## config.mk

```make
export PLATFORM = sky130hd
export DESIGN_NAME = param_serial_tx
export DESIGN_NICKNAME = d
export VERILOG_FILES = /design/src/rtl/param_serial_tx_pkg.sv /design/src/rtl/param_serial_tx_fifo.sv /design/src/rtl/param_serial_tx.sv
export SDC_FILE = /design/constraint.sdc
export NUM_CORES = 1
export LEC_CHECK = 0
export CAP_MARGIN = 30
export CELL_PAD_IN_SITES_DETAIL_PLACEMENT = 1
export CELL_PAD_IN_SITES_GLOBAL_PLACEMENT = 1
export CORE_MARGIN = 2
export CORE_UTILIZATION = 40
export CTS_CLUSTER_DIAMETER = 40
export DETAILED_ROUTE_END_ITERATION = 10
export GPL_TIMING_DRIVEN = 0
export PLACE_DENSITY_LB_ADDON = 0.25
export SLEW_MARGIN = 5
export SYNTH_ARGS = -nofsm -noshare
export SYNTH_HDL_FRONTEND = slang
export SYNTH_SLANG_ARGS = --single-unit
```

## constraint.sdc

```tcl
create_clock -name Clk -period 2.5 [get_ports Clk]
set_clock_uncertainty 0.05 [all_clocks]
set_input_delay 0.25 -clock Clk [delete_from_list [all_inputs] [get_ports Clk]]
set_output_delay 0.25 -clock Clk [all_outputs]
set_load 0.1 [all_outputs]
```

## src/rtl/param_serial_tx_pkg.sv

```systemverilog
`timescale 1ns/1ps
// param_serial_tx_pkg
// Shared types and width helpers for the buffered serial transmitter.
//   tx_state_e    : transmitter FSM states (IDLE, LOAD, SHIFT, GAP)
//   level_width   : width of a FIFO occupancy count for a given depth
//   bitcnt_width  : width of the bit counter for a given word width
//   gapcnt_width  : width of the inter-word gap counter
package param_serial_tx_pkg;

  typedef enum logic [1:0] {
    IDLE  = 2'd0,
    LOAD  = 2'd1,
    SHIFT = 2'd2,
    GAP   = 2'd3
  } tx_state_e;

  // Occupancy runs 0..depth inclusive, hence the extra bit.
  function automatic int level_width(input int depth);
    return $clog2(depth) + 1;
  endfunction

  // Counts bit positions 0..data_w-1.
  function automatic int bitcnt_width(input int data_w);
    return (data_w > 2) ? $clog2(data_w) : 1;
  endfunction

  // Counts gap cycles 0..gap-1; kept at least one bit wide so a zero gap
  // still yields a legal vector.
  function automatic int gapcnt_width(input int gap);
    return (gap > 1) ? $clog2(gap) : 1;
  endfunction

endpackage

```

## src/rtl/param_serial_tx_fifo.sv

```systemverilog
`timescale 1ns/1ps
// sync_fifo
// Single-clock FIFO with registered full/empty/level flags.
//   clk, rst_n : clock (rising edge), asynchronous active-low reset
//   push, din  : enqueue din unless full (a push while full is dropped,
//                even if a pop happens in the same cycle)
//   pop, dout  : dequeue the head; dout always shows the current head;
//                a pop while empty is ignored
//   full, empty, level : registered occupancy status
module sync_fifo
  import param_serial_tx_pkg::*;
#(
  parameter int DATA_W = 32,
  parameter int DEPTH  = 4,
  localparam int LEVEL_W = level_width(DEPTH)
) (
  input  logic               clk,
  input  logic               rst_n,
  input  logic               push,
  input  logic               pop,
  input  logic [DATA_W-1:0]  din,
  output logic [DATA_W-1:0]  dout,
  output logic               full,
  output logic               empty,
  output logic [LEVEL_W-1:0] level
);

  localparam int PTR_W = $clog2(DEPTH);

  logic [DATA_W-1:0]  mem [DEPTH];
  logic [PTR_W-1:0]   wr_ptr;
  logic [PTR_W-1:0]   rd_ptr;
  logic               do_push;
  logic               do_pop;
  logic [LEVEL_W-1:0] level_nxt;

  assign do_push = push && !full;
  assign do_pop  = pop && !empty;
  assign dout    = mem[rd_ptr];

  // Next occupancy; a simultaneous push and pop leaves it unchanged.
  always_comb begin
    level_nxt = level;
    if (do_push && !do_pop) begin
      level_nxt = level + LEVEL_W'(1);
    end else if (!do_push && do_pop) begin
      level_nxt = level - LEVEL_W'(1);
    end
  end

  // Pointers wrap naturally because DEPTH is a power of two. Flags are
  // derived from the next occupancy so they are valid right after the edge.
  always_ff @(posedge clk or negedge rst_n) begin
    if (!rst_n) begin
      wr_ptr <= '0;
      rd_ptr <= '0;
      level  <= '0;
      full   <= 1'b0;
      empty  <= 1'b1;
    end else begin
      if (do_push) wr_ptr <= wr_ptr + PTR_W'(1);
      if (do_pop)  rd_ptr <= rd_ptr + PTR_W'(1);
      level <= level_nxt;
      full  <= (level_nxt == LEVEL_W'(DEPTH));
      empty <= (level_nxt == '0);
    end
  end

  // Storage needs no reset: resetting the pointers discards the contents.
  always_ff @(posedge clk) begin
    if (do_push) mem[wr_ptr] <= din;
  end

endmodule

```

## src/rtl/param_serial_tx.sv

```systemverilog
`timescale 1ns/1ps
// param_serial_tx
// Buffered serial transmitter: result words are queued in a FIFO and shifted
// out one bit per bit period on DataOut, with a generated bit clock ClkTx.
//   Clk, Reset : system clock (rising edge), asynchronous active-low reset
//   DIn        : word to enqueue, or divider value when ConfigDiv=1
//   Push       : enqueue DIn (ignored when ConfigDiv=1)
//   ConfigDiv  : load DIn[DIV_W-1:0] into the divider (only while idle)
//   LsbFirst   : bit order for the next word (1 = LSB first)
//   Busy       : transmitter is not idle
//   DOutValid  : DataOut carries a valid bit
//   DataOut    : serial data, changes only at bit-period start
//   ClkTx      : bit clock, high for the first half of each bit period
//   Full, Empty, Level : FIFO status
module param_serial_tx
  import param_serial_tx_pkg::*;
#(
  parameter int DATA_W     = 32,
  parameter int DEPTH      = 4,
  parameter int DIV_W      = 8,
  parameter int DIV_RST    = 0,
  parameter int GAP_CYCLES = 2,
  localparam int LEVEL_W   = level_width(DEPTH)
) (
  input  logic               Clk,
  input  logic               Reset,
  input  logic [DATA_W-1:0]  DIn,
  input  logic               Push,
  input  logic               ConfigDiv,
  input  logic               LsbFirst,
  output logic               Busy,
  output logic               DOutValid,
  output logic               DataOut,
  output logic               ClkTx,
  output logic               Full,
  output logic               Empty,
  output logic [LEVEL_W-1:0] Level
);

  localparam int BIT_W = bitcnt_width(DATA_W);
  localparam int PH_W  = DIV_W + 1;
  localparam int GAP_W = gapcnt_width(GAP_CYCLES);
  localparam logic [BIT_W-1:0] BIT_LAST = BIT_W'(DATA_W - 1);
  localparam logic [GAP_W-1:0] GAP_LAST = GAP_W'((GAP_CYCLES > 0) ? GAP_CYCLES - 1 : 0);

  tx_state_e         state;
  tx_state_e         state_nxt;
  logic [DIV_W-1:0]  div_reg;
  logic [DIV_W-1:0]  div_lat;
  logic              lsb_lat;
  logic [DATA_W-1:0] shreg;
  logic [PH_W-1:0]   phase;
  logic [BIT_W-1:0]  bit_cnt;
  logic [GAP_W-1:0]  gap_cnt;
  logic              fifo_pop;
  logic [DATA_W-1:0] fifo_dout;
  logic              period_end;
  logic              last_bit;

  sync_fifo #(
    .DATA_W (DATA_W),
    .DEPTH  (DEPTH)
  ) u_fifo (
    .clk   (Clk),
    .rst_n (Reset),
    .push  (Push && !ConfigDiv),
    .pop   (fifo_pop),
    .din   (DIn),
    .dout  (fifo_dout),
    .full  (Full),
    .empty (Empty),
    .level (Level)
  );

  // A bit period is 2*(div+1) cycles, so its last phase is 2*div+1. The
  // phase counter is one bit wider than the divider so the maximum divider
  // never wraps it.
  assign period_end = (phase == {div_lat, 1'b1});
  assign last_bit   = (bit_cnt == BIT_LAST);

  // State register.
  always_ff @(posedge Clk or negedge Reset) begin
    if (!Reset) begin
      state <= IDLE;
    end else begin
      state <= state_nxt;
    end
  end

  // Next-state logic and outputs. The FIFO head is popped during LOAD and
  // captured into the shift register at the end of that cycle.
  always_comb begin
    state_nxt = state;
    fifo_pop  = 1'b0;
    Busy      = (state != IDLE);
    DOutValid = (state == SHIFT);
    ClkTx     = (state == SHIFT) && (phase <= {1'b0, div_lat});
    DataOut   = (state == SHIFT) && (lsb_lat ? shreg[0] : shreg[DATA_W-1]);
    case (state)
      IDLE: begin
        if (!Empty) state_nxt = LOAD;
      end
      LOAD: begin
        fifo_pop  = 1'b1;
        state_nxt = SHIFT;
      end
      SHIFT: begin
        if (period_end && last_bit) begin
          state_nxt = (GAP_CYCLES == 0) ? IDLE : GAP;
        end
      end
      GAP: begin
        if (gap_cnt == GAP_LAST) state_nxt = IDLE;
      end
      default: state_nxt = IDLE;
    endcase
  end

  // Divider register: writable only while idle, so a word in flight and
  // any word already committed by LOAD keep the divider they started with.
  always_ff @(posedge Clk or negedge Reset) begin
    if (!Reset) begin
      div_reg <= DIV_W'(DIV_RST);
    end else if (ConfigDiv && (state == IDLE)) begin
      div_reg <= DIn[DIV_W-1:0];
    end
  end

  // Shift datapath. Bit order and divider are frozen at LOAD so changes
  // mid-word cannot disturb the word being sent.
  always_ff @(posedge Clk or negedge Reset) begin
    if (!Reset) begin
      div_lat <= '0;
      lsb_lat <= 1'b0;
      shreg   <= '0;
      phase   <= '0;
      bit_cnt <= '0;
      gap_cnt <= '0;
    end else begin
      gap_cnt <= (state == GAP) ? gap_cnt + GAP_W'(1) : '0;
      case (state)
        LOAD: begin
          shreg   <= fifo_dout;
          lsb_lat <= LsbFirst;
          div_lat <= div_reg;
          phase   <= '0;
          bit_cnt <= '0;
        end
        SHIFT: begin
          if (period_end) begin
            phase <= '0;
            shreg <= lsb_lat ? (shreg >> 1) : (shreg << 1);
            if (!last_bit) bit_cnt <= bit_cnt + BIT_W'(1);
          end else begin
            phase <= phase + PH_W'(1);
          end
        end
        default: ;
      endcase
    end
  end

endmodule
```

==> results.sh <==
export IMPL_outcome="finished, violations left"
export IMPL_violations="setup timing"
export IMPL_seqCellArea_um2=5720
export IMPL_max_clock_freq_mhz=366
export IMPL_hpwl_um=12500
export IMPL_nNetsFinal=754
export IMPL_setup_violations=1
export IMPL_via_per_inst=5.31
export IMPL_worstSetupPathType="reg -> out"
export IMPL_max_stage_delay_ps=390
export IMPL_p_leak_nw=4.26
export IMPL_antenna_found_initial=0
export IMPL_synth_ff_type="edfxtp_1"
export IMPL_clk_latency_ps=540
export IMPL_cts_root_buf="clkbuf_16"
export IMPL_slew_headroom_pct=34.3
export IMPL_antennaDiodeCount=0
export IMPL_cpMostUsedCell="o21a_1"
export IMPL_portBuffers=45
export IMPL_cts_sinks=203
export IMPL_period_share_pct=109
export IMPL_fin_crit_ps=2730
export IMPL_largest_reg_flops=128
export IMPL_synthToLayoutAreaGrowth_pct=22.9
export IMPL_die_h_um=152
export IMPL_worst_pin_slew_ps=982
export IMPL_clk_path_buf_depth=3
export IMPL_regMostFlops="u_fifo.mem"
export IMPL_synth_cells=612
export IMPL_fill_cells=2150
export IMPL_slew_viol_final=0
export IMPL_core_area_um2=21800
export IMPL_synth_seq_area_share_pct=64.9
export IMPL_cp_slowest_cell="dfrtp_1"
export IMPL_grt_usage_pct=17.3
export IMPL_biggestRegsByFlops="u_fifo.mem x128, shreg x32, phase x9"
export IMPL_firstDrtPassIters=4
export IMPL_crit_arrival_ps=2430
export IMPL_synthArstFlopShare_pct=36.9
export IMPL_yosys_area_top_type="edfxtp_1"
export IMPL_die_area_um2=23300
export IMPL_path_clk_slew_ps=60
export IMPL_power_density_nw_per_um2=1040
export IMPL_cts_tree="yes"
export IMPL_synth_seq_cells=203
export IMPL_floorplan_initialDensity_pct=40.5
export IMPL_start_kind="flop"
export IMPL_grt_ovfl_total=0
export IMPL_layout_cells_non_filler=998
export IMPL_grt_pass1_wl_um=32400
export IMPL_drc=0
export IMPL_ys_warn_count=0
export IMPL_hp_class="in -> async"
export IMPL_io_pins=46
export IMPL_antenna_left=0
export IMPL_synth_nets=671
export IMPL_rows=54
export IMPL_chipWidth_um=152
export IMPL_crit_fanout=2
export IMPL_pre_cts_ws_ps=-679
export IMPL_post_synth_cell_area_avg_um2=14.4
export IMPL_rsz0062_at_grt="yes"
export IMPL_first_global_vias=6046
export IMPL_cp_end_kind="primary output"
export IMPL_gp_congestion=0.777
export IMPL_ir_drop_uv=641
export IMPL_drt_iter0_drc=199
export IMPL_critPathRequiredTime_ps=2200
export IMPL_cts_buffers=29
export IMPL_synth_area_leaders="edfxtp_1, dfrtp_1, mux4_2, o21ai_0, mux2i_1"
export IMPL_synthesis_area_um2=8820
export IMPL_place_inst=938
export IMPL_hold_viol_final=0
export IMPL_fin_ws_ps=-231
export IMPL_cap_violations=0
export IMPL_route_vias_total=5295
export IMPL_drive_above_1_share_pct=19.8
export IMPL_crit_chain="inv_2 > ha_4 > nor2b_1 > o21a_1 > o21a_1 > o21a_1 > o311ai_4 > buf_12"
export IMPL_drt_wl_total_um=19700
export IMPL_yosys_area_top_type_share_pct=43.6
export IMPL_synth_cell_types=48
export IMPL_reg2regPathDepth=6
export IMPL_avgRoutedWirePerCell_um=19.7
export IMPL_synth_edf_count=128
export IMPL_grt_max_degree=39
export IMPL_multi_input_area_um2=2930
export IMPL_power_mw=11.3
export IMPL_htreeDepth=1
## per-stage QoR
stage	area (um2)	TNS (ps)	hold WS [ps]	util [%]
2_1_floorplan	8870	-1.41	-95.6	-
3_3_place_gp	9670	-128490	349	44.5
3_5_place_dp	9690	-9300	219	44.5
4_1_cts	10700	-315	189	49.3
5_1_grt	10800	-326	220	49.8
6_report	10800	-231	199	49.8
## cells in the mapped netlist (2+ instances only)
library cell	count
edfxtp_1	128
nand2_1	78
dfrtp_1	74
o21ai_0	69
mux2i_1	34
mux4_2	32
inv_1	24
ha_1	22
buf_2	15
clkbuf_1	13
xnor2_1	13
nor2_1	12
mux2_2	10
nand4_1	9
nor2b_1	8
a21oi_1	7
and2_1	7
o21ai_1	6
and3_1	5
a22o_1	4
nand3_1	4
a31oi_1	3
o21a_1	3
o221ai_1	3
xor2_1	3
buf_1	2
nand2b_1	2
o211ai_1	2
## worst max-delay path, delay by kind of cell, from the launching register on
kind	cells	cell delay, ps
AO/OA/AOI/OAI	4	880
adder cells (fa/ha/maj)	1	200
buffers and inverters	2	300
flip-flops	1	390
AND/OR/NAND/NOR	1	120
## report_power, final
group / internal, mW / switching [mW] / total [mW]
Clock: 2.42 / 1.62 / 4.04
Sequential: 4.21 / 0.443 / 4.65
Combinational: 1.06 / 1.55 / 2.61
## layout make-up
type                    count  area share, %
flip-flops and latches    203           52.8
multi-input cells         354           27.0
clock buffers              31           6.86
repair buffers             53           5.62
well taps                 280           3.23
clock inverters            23           2.18
plain buffers              30           1.47
inverters                  24          0.831
## kinds of logic (layout without fill, tap and decap cells)
family          after synthesis  in the layout  share of synthesized area, %
compound gates              107            107                          7.32
xor+xnor                     16             16                          1.59
fa+ha+maj                    22             22                          3.12
buf+inv                      55            161                          2.60
flops                       203            203                          64.9
mux                          76             76                          13.3
simple gates                133            133                          7.18
## timing repair
item                                    in CTS  in global routing
hold buffers                                 1                  0
gates resized for setup                     29                  6
endpoints found under the hold margin       37                  0
endpoints found under the setup margin       5                  3
pin swaps                                    1                  1
buffers inserted                             2                  0
## final timing paths
| path | start | endpoint | slack [ps] |
|---|---|---|---|
| hold reg to reg | gap_cnt | gap_cnt | 410 |
| setup / recovery | div_lat[1] | ClkTx | -230 |
| min in group Clk | DIn[21] | u_fifo.mem[1][21] | 290 |
| setup reg to reg | state[1] | phase[1] | 200 |
| max in group asynchronous | Reset | shreg[9] | 1580 |
| hold / removal | Reset | u_fifo.level[0] | 200 |
## cell usage in the layout, fill, tap and decap left out, types with 9 or more instances in the layout
cell type	count
ha_1	20
nand2_1	78
dfrtp_1	73
buf_2	13
mux2i_1	33
nor2_1	12
clkbuf_16	29
clkdlybuf4s50_1	38
mux2_2	10
clkbuf_1	12
o21ai_0	69
edfxtp_1	128
mux4_2	32
inv_1	22
nand4_1	9
xnor2_1	13
## layer usage
metal	vias to the layer above	GRT usage (%)	wire, um
li1	2446	-	-
met1	2756	22.1	8620
met2	70	31.0	10200
met3	23	3.04	644
met4	0	3.88	267
met5	-	0	0
Note: power is estimated with default switching activity, not from simulation.
